[src/rtl/tpu_sequencer.sv]
// ============================================================================
// Module   : tpu_sequencer
// Purpose  : MMIO decode and compute-phase control FSM for the matrix unit.
//            Optional IRQ output is enabled with the TPU_SEQ_IRQ_EN macro.
// Revision : 1.0 - initial release
// ============================================================================
`default_nettype none

module tpu_sequencer #(
  parameter int DIM   = 8,
  parameter int ADDRW = 16,
  parameter int DATAW = 64,
  parameter int CNTW  = 16
) (
  input  logic                   clk,
  input  logic                   rst,
  input  logic                   req_valid,
  output logic                   req_ready,
  input  logic                   req_we,
  input  logic [ADDRW-1:0]       req_addr,
  output logic                   a_wr_en,
  output logic [$clog2(DIM)-1:0] a_row,
  output logic                   a_en,
  output logic                   b_en,
  output logic                   sa_en,
  output logic                   sa_wr_en,
  output logic [$clog2(DIM)-1:0] c_row,
  output logic                   c_high,
  output logic                   rd_valid,
  output logic                   rd_is_status,
  output logic [DATAW-1:0]       status,
  output logic                   done
`ifdef TPU_SEQ_IRQ_EN
  ,
  output logic                   irq
`endif
);

  localparam int RW   = $clog2(DIM);
  localparam int CW   = $clog2(3 * DIM);
  localparam int PADW = DATAW - CNTW - 3;
  localparam logic [CW-1:0] C_LAST = CW'(3 * DIM - 3);

  localparam logic [1:0] S_IDLE    = 2'd0;
  localparam logic [1:0] S_COMPUTE = 2'd1;
  localparam logic [1:0] S_DONE    = 2'd2;

  localparam logic [ADDRW-1:0] C_A_LO  = ADDRW'('h100);
  localparam logic [ADDRW-1:0] C_A_HI  = ADDRW'('h13F);
  localparam logic [ADDRW-1:0] C_B_LO  = ADDRW'('h200);
  localparam logic [ADDRW-1:0] C_B_HI  = ADDRW'('h23F);
  localparam logic [ADDRW-1:0] C_C_LO  = ADDRW'('h300);
  localparam logic [ADDRW-1:0] C_C_HI  = ADDRW'('h37F);
  localparam logic [ADDRW-1:0] C_START = ADDRW'('h400);
  localparam logic [ADDRW-1:0] C_STAT  = ADDRW'('h408);

  logic [1:0]      state_q, state_d;
  logic [CW-1:0]   count_q, count_d;
  logic            a_wr_en_q, a_wr_en_d;
  logic            a_en_q, a_en_d;
  logic            b_en_q, b_en_d;
  logic            sa_en_q, sa_en_d;
  logic            sa_wr_en_q, sa_wr_en_d;
  logic            rd_valid_q, rd_valid_d;
  logic            rd_is_status_q, rd_is_status_d;
  logic            done_q, done_d;
  logic [RW-1:0]   a_row_q, a_row_d;
  logic [RW-1:0]   c_row_q, c_row_d;
  logic            c_high_q, c_high_d;
  logic            err_q, err_d;
  logic [CNTW-1:0] done_cnt_q, done_cnt_d;
  logic            irq_bit;
`ifdef TPU_SEQ_IRQ_EN
  logic            irq_q, irq_d;
`endif

  logic in_a, in_b, in_c, is_start, in_ctl;

  assign in_a     = (req_addr >= C_A_LO) && (req_addr <= C_A_HI);
  assign in_b     = (req_addr >= C_B_LO) && (req_addr <= C_B_HI);
  assign in_c     = (req_addr >= C_C_LO) && (req_addr <= C_C_HI);
  assign is_start = (req_addr == C_START);
  // Status/control window 0x408-0x40B; low address bits act as clear commands.
  assign in_ctl   = ({req_addr[ADDRW-1:2], 2'b00} == C_STAT);

  always_comb begin
    state_d        = state_q;
    count_d        = count_q;
    a_wr_en_d      = 1'b0;
    a_en_d         = 1'b0;
    b_en_d         = 1'b0;
    sa_en_d        = 1'b0;
    sa_wr_en_d     = 1'b0;
    rd_valid_d     = 1'b0;
    rd_is_status_d = 1'b0;
    done_d         = 1'b0;
    a_row_d        = a_row_q;
    c_row_d        = c_row_q;
    c_high_d       = c_high_q;
    err_d          = err_q;
    done_cnt_d     = done_cnt_q;
`ifdef TPU_SEQ_IRQ_EN
    irq_d          = irq_q;
`endif
    case (state_q)
      S_IDLE: begin
        if (req_valid) begin
          if (req_we) begin
            if (in_a) begin
              a_wr_en_d = 1'b1;
              a_row_d   = req_addr[3 +: RW];
            end else if (in_b) begin
              b_en_d = 1'b1;
            end else if (in_c) begin
              sa_wr_en_d = 1'b1;
              c_row_d    = req_addr[4 +: RW];
              c_high_d   = req_addr[3];
            end else if (is_start) begin
              state_d = S_COMPUTE;
              count_d = '0;
              a_en_d  = 1'b1;
              b_en_d  = 1'b1;
              sa_en_d = 1'b1;
            end else if (in_ctl && (req_addr[1:0] != 2'b00)) begin
              if (req_addr[0]) err_d = 1'b0;
`ifdef TPU_SEQ_IRQ_EN
              if (req_addr[1]) irq_d = 1'b0;
`endif
            end else begin
              err_d = 1'b1;
            end
          end else begin
            rd_valid_d = 1'b1;
            if (in_c) begin
              c_row_d  = req_addr[4 +: RW];
              c_high_d = req_addr[3];
            end else begin
              // Unmapped reads still answer with status so the host never stalls.
              rd_is_status_d = 1'b1;
              if (req_addr != C_STAT) err_d = 1'b1;
            end
          end
        end
      end
      S_COMPUTE: begin
        if (count_q == C_LAST) begin
          state_d    = S_DONE;
          count_d    = '0;
          done_d     = 1'b1;
          done_cnt_d = done_cnt_q + CNTW'(1);
`ifdef TPU_SEQ_IRQ_EN
          irq_d      = 1'b1;
`endif
        end else begin
          count_d = count_q + CW'(1);
          a_en_d  = 1'b1;
          b_en_d  = 1'b1;
          sa_en_d = 1'b1;
        end
      end
      S_DONE:  state_d = S_IDLE;
      default: state_d = S_IDLE;
    endcase
  end

  always_ff @(posedge clk) begin
    if (rst) begin
      state_q        <= S_IDLE;
      count_q        <= '0;
      a_wr_en_q      <= 1'b0;
      a_en_q         <= 1'b0;
      b_en_q         <= 1'b0;
      sa_en_q        <= 1'b0;
      sa_wr_en_q     <= 1'b0;
      rd_valid_q     <= 1'b0;
      rd_is_status_q <= 1'b0;
      done_q         <= 1'b0;
      a_row_q        <= '0;
      c_row_q        <= '0;
      c_high_q       <= 1'b0;
      err_q          <= 1'b0;
      done_cnt_q     <= '0;
`ifdef TPU_SEQ_IRQ_EN
      irq_q          <= 1'b0;
`endif
    end else begin
      state_q        <= state_d;
      count_q        <= count_d;
      a_wr_en_q      <= a_wr_en_d;
      a_en_q         <= a_en_d;
      b_en_q         <= b_en_d;
      sa_en_q        <= sa_en_d;
      sa_wr_en_q     <= sa_wr_en_d;
      rd_valid_q     <= rd_valid_d;
      rd_is_status_q <= rd_is_status_d;
      done_q         <= done_d;
      a_row_q        <= a_row_d;
      c_row_q        <= c_row_d;
      c_high_q       <= c_high_d;
      err_q          <= err_d;
      done_cnt_q     <= done_cnt_d;
`ifdef TPU_SEQ_IRQ_EN
      irq_q          <= irq_d;
`endif
    end
  end

`ifdef TPU_SEQ_IRQ_EN
  assign irq     = irq_q;
  assign irq_bit = irq_q;
`else
  assign irq_bit = 1'b0;
`endif

  assign req_ready    = (state_q == S_IDLE);
  assign a_wr_en      = a_wr_en_q;
  assign a_row        = a_row_q;
  assign a_en         = a_en_q;
  assign b_en         = b_en_q;
  assign sa_en        = sa_en_q;
  assign sa_wr_en     = sa_wr_en_q;
  assign c_row        = c_row_q;
  assign c_high       = c_high_q;
  assign rd_valid     = rd_valid_q;
  assign rd_is_status = rd_is_status_q;
  assign done         = done_q;
  assign status       = {{PADW{1'b0}}, irq_bit, err_q, (state_q != S_IDLE), done_cnt_q};

endmodule

`default_nettype wire
[config.mk]
export PLATFORM = sky130hd
export DESIGN_NAME = tpu_sequencer
export DESIGN_NICKNAME = d
export VERILOG_FILES = /design/src/rtl/tpu_sequencer.sv
export SDC_FILE = /design/constraint.sdc
export NUM_CORES = 1
export LEC_CHECK = 0
export CELL_PAD_IN_SITES_DETAIL_PLACEMENT = 1
export CELL_PAD_IN_SITES_GLOBAL_PLACEMENT = 1
export CORE_ASPECT_RATIO = 0.8
export CORE_MARGIN = 10
export CORE_UTILIZATION = 27
export DETAILED_ROUTE_END_ITERATION = 8
export GPL_ROUTABILITY_DRIVEN = 0
export GPL_TIMING_DRIVEN = 1
export PLACE_DENSITY = 0.87
export REMOVE_ABC_BUFFERS = 1
export SETUP_SLACK_MARGIN = 0.15
export SKIP_LAST_GASP = 1
export SLEW_MARGIN = 20
export SYNTH_ARGS = -nofsm -noshare
export SYNTH_HDL_FRONTEND = slang
export SYNTH_SLANG_ARGS = --single-unit
[constraint.sdc]
create_clock -name clk -period 1.6 [get_ports clk]
set_input_delay 0.32 -clock clk [delete_from_list [all_inputs] [get_ports clk]]
set_output_delay 0.32 -clock clk [all_outputs]
set_load 0.01 [all_outputs]
# [Yosys cells after proc, flatten, opt, wreduce, memory -nomap -nowiden]
# Cells that the tools add are included.
[totals] word_cells=115 reg_bits=38 output_inout_bits=80
[op_classes] add_sub_neg=2 muxes=51 bitwise=4 n_reduce_logical=20 n_lt_le_gt_ge=6 n_eq_ne=18
[op_table] op="$mux 5" n=7
[op_table] op="$ge 16x10->1 const B" n=2
[op_table] op="$le 16x10->1 const B" n=2
[op_table] op="$mux 1" n=29
[op_table] op="$ne 2x2->1 const B" n=9
[op_table] op="$add 16x1->16 const B" n=1
[op_table] op="$eq 16x11->1 const B" n=1
[op_table] op="$ge 16x9->1 const B" n=1
[op_table] op="$le 16x9->1 const B" n=1
[op_table] op="$ne 16x11->1 const B" n=1
[op_table] op="$eq 14x9->1 const B" n=1
[op_table] op="$mux 2" n=7
[op_table] op="$reduce_and 7->1" n=2
[op_table] op="$mux 3" n=4
[op_table] op="$pmux 5 s2" n=1
[op_table] op="$reduce_and 9->1" n=1
[op_table] op="$reduce_and 4->1" n=2
[op_table] op="$reduce_bool 2->1" n=4
[op_table] op="$reduce_or 4->1" n=2
[op_table] op="$reduce_or 6->1" n=1
[op_table] op="$add 5x1->5 const B" n=1
[op_table] op="$eq 5x5->1 const B" n=1
[op_table] op="$logic_and 1x1->1" n=4
[op_table] op="$ne 2x1->1 const B" n=2
[op_table] op="10 further kinds" n=14

# [Depth between registers and ports, before layout]
[depth] ltp_word=8 depth_mapped=7

# [Worst setup path before layout]
# OpenSTA, ideal clock, no wires.
[synth_path] path_kind="flip-flop to flip-flop" start="reg count_q[0]" end="reg done_cnt_q[15]" path_stages_with_launch=7 synth_period_minus_slack_ns=1.719 t_required_ns=1.530 arrival_ns=1.650 path_slack_ns=-0.119 cell_sequence="dfxtp_1 ha_1 nand4b_4 nor4_4 nand2_2 or3_1 a21oi_1"
[synth_between] elab_chain_len=2
[synth_rtl] item="from (decl)" line="58" rtl="logic [CW-1:0] count_q, count_d;"
[synth_rtl] item="from (signal assigned)" line="188" rtl="count_q <= count_d;"
[synth_rtl] item="$eq 5x5->1" line="146" rtl="if (count_q == C_LAST) begin"
[synth_rtl] item="$reduce_and 2->1 (no source line)"
[synth_rtl] item="to (signal assigned)" line="201" rtl="done_cnt_q <= done_cnt_d;"
[synth_rtl] item="to (decl)" line="71" rtl="logic [CNTW-1:0] done_cnt_q, done_cnt_d;"
# No other way between the ends.
# A chain may end at the register's enable or synchronous reset.

# [Worst setup path in the final report]
[layout_path] start="reg count_q[1]" end="reg done_cnt_q[15]"
# Same word-level chain as after synthesis.

==> results_dict.tcl <==
set metrics [dict create \
    vias 2303 \
    cts_made_buffers 5 \
    final_cell_mix "buf_4, conb_1, dlygate4sd2_1" \
    setup_viol 18 \
    clk_pin_slew_worst_paths_ps 80 \
    required_ps 1840 \
    cp-start-kind "register" \
    crit_type "register to register" \
    grt_overflow 0 \
    cp_top_family "simple AND/OR/NAND/NOR gates" \
    pin_count 100 \
    synth_edf_count 0 \
    rsz0062_at_grt "yes" \
    cp_slowest_stage_delay_ps 390 \
    synth_ff_type "dfxtp_1" \
    clockBufferDepth 2 \
    skew_ps 8.38 \
    cts.sinks 38 \
    ctsHtreeMaxLevel 2 \
    r2r_start "count_q[1]" \
    wl_um 10100 \
    hp-start "req_addr[6]" \
    leakage_uw 0.00171 \
    arrival_ps 2070 \
    dr.pass1.iters 4 \
    grt_pass1_wl_um 13900 \
    ant_nets 0 \
    cap_viol_max_count 0 \
    synth.largest_area_cell "dfxtp_1" \
    violations "negative setup slack" \
    worst-path-buf-inv 2 \
    die_width_um 123 \
    crit_path_start "count_q[1]" \
    yosysUniqueCellTypes 54 \
    hpwlAfterDp_um 6510 \
    crit_path_end_kind "register" \
    final_area_um2 3610 \
    path_cells "inv_2 -> ha_4 -> nand4b_4 -> nor4_4 -> buf_4 -> nand2_2 -> or3_1 -> a21oi_1" \
    grt.total_usage 0.141 \
    synth_area_leaders "dfxtp_1, buf_4, nor2_1" \
    synthCells 266 \
    crit_slowest_cell "nor4_4" \
    drt_iter0_drc 96 \
    syn_area_um2 2310 \
    path_max_fanout 3 \
    area_delta_synth_final_pct 56.7 \
    period_minus_slack_ps 1840 \
    slew_violations 0 \
    io_buffers 53 \
    hold_violations 0 \
    synth_top_cell_area_share 0.330 \
    syn_avg_cell_area_um2 8.67 \
    grt_max_degree 20 \
    async_flop_share 0 \
    detail_route.wl_per_cell_um 20.1 \
    nets 409 \
    die_h_um 103 \
    powerDensity_nw_per_um2 532 \
    finalCritPeriodShare 1.15 \
    fin_ws_ps -236 \
    hp-class "input port to register" \
    cts_tree "yes" \
    final.setup.tns_ps -1690 \
    rows 30 \
    final_common_cell "buf_4" \
    clock.fmax_ghz 0.545 \
    placed_area_um2 3120 \
    status "complete, but fails checks" \
    ys_ff_latch 38 \
    via_per_inst 4.61 \
    grt_pass1_vias 2474 \
    antenna_found_initial 1 \
    final.fill_count 1009 \
    yosys_warnings 0 \
    cts-root-buf "clkbuf_8" \
    peakVddDrop_v 0.000223 \
    drive_above_1_share 0.398 \
    dieArea_um2 12700 \
    initial_core_util 0.274 \
    drc_errors 0 \
    yosysSeqAreaShare 0.330 \
    clk_latency_ps 300 \
    core_um2 8410 \
]
-- cells in the mapped netlist, types with 5 or more instances --
cell type / number
buf_4: 49
dfxtp_1: 38
nor2_1: 36
nand2_1: 13
nor3_1: 13
a21oi_1: 11
mux2i_1: 9
xnor2_1: 9
o21ai_0: 7
nand3_1: 6
nand4_1: 6
xor2_1: 5
-- logic make-up (layout without fill, tap and decap cells) --
family / Yosys count / in the layout / share of synthesized area
AO/OA/AOI/OAI: 33 / 33 / 0.0933
multiplexers: 9 / 9 / 0.0390
buffers and inverters: 63 / 139 / 0.203
XOR/XNOR: 14 / 14 / 0.0531
adder cells (fa/ha/maj): 3 / 3 / 0.0163
other: 1 / 47 / 0.00163
flip-flops: 38 / 38 / 0.330
AND/OR/NAND/NOR: 105 / 105 / 0.264
-- metrics by stage --
| stage | setup slack [ps] | power, uW | instances | util | hold slack (ps) |
|---|---|---|---|---|---|
| finish | -236 | 1920 | 500 | 0.430 | 432 |
| floorplan | -124 | 1060 | 252 | - | 389 |
| global placement | -451 | 1200 | 474 | 0.371 | 469 |
| global route | -305 | 2000 | 500 | 0.430 | 448 |
| detailed placement | -484 | 1210 | 474 | 0.371 | 469 |
| CTS | -63.0 | 1900 | 487 | 0.410 | 478 |
-- sequential cells by signal, indices dropped and copies added, names as in the netlist --
name / flops
a_wr_en: 1
rd_valid: 1
a_row: 3
c_high: 1
done: 1
c_row: 3
sa_en: 1
done_cnt_q: 16
count_q: 5
sa_wr_en: 1
b_en: 1
state_q: 2
err_q: 1
rd_is_status: 1
-- layer usage --
metal	wire length [um]	track usage	part of all wire	vias up
li1	-	-	-	1063
met1	3840	0.147	0.38	1129
met2	5430	0.267	0.54	87
met3	482	0.0328	0.048	24
met4	317	0.0572	0.031	0
met5	0	0	0	-
-- tightest hold or removal path: cells and delay by family --
kind | cells | cell delay (ps)
buffers and inverters | 2 | 240
AND/OR/NAND/NOR | 1 | 80
multiplexers | 1 | 60
-- final timing paths --
kind / slack [ps] / end / cells past startpoint
worst max-delay path: -240 / done_cnt_q[15] / 8
worst min register to register: 470 / err_q / 2
worst max register to register: -240 / done_cnt_q[15] / 8
worst min-delay path: 430 / c_row[2] / 4
-- area by class of cell --
class                   instances  area (um^2)  share of cell area
clock buffers                   7         86.3              0.0239
well taps                     112          140              0.0388
multi-input cells             210         1550               0.430
clock inverters                 1         5.00             0.00138
repair buffers                127         1040               0.287
diodes                          1         2.50            0.000692
inverters                       4         15.0             0.00415
flip-flops and latches         38          777               0.215
-- report_power, final --
group | leakage [uW] | internal [uW] | switching (uW) | total (uW)
Sequential | 0.000312 | 946 | 1.39 | 947
Combinational | 0.00135 | 101 | 170 | 271
Clock | 0.0000482 | 348 | 358 | 706
Total | 0.00171 | 1390 | 529 | 1920
-- timing repair --
action / CTS / global route
pin swaps: 29 / 33
buffers inserted: 5 / 12
endpoints found under the setup margin: 70 / 36
resized for setup: 112 / 41
hold buffers: 0 / 0
Note: power is estimated with default switching activity, not from simulation.
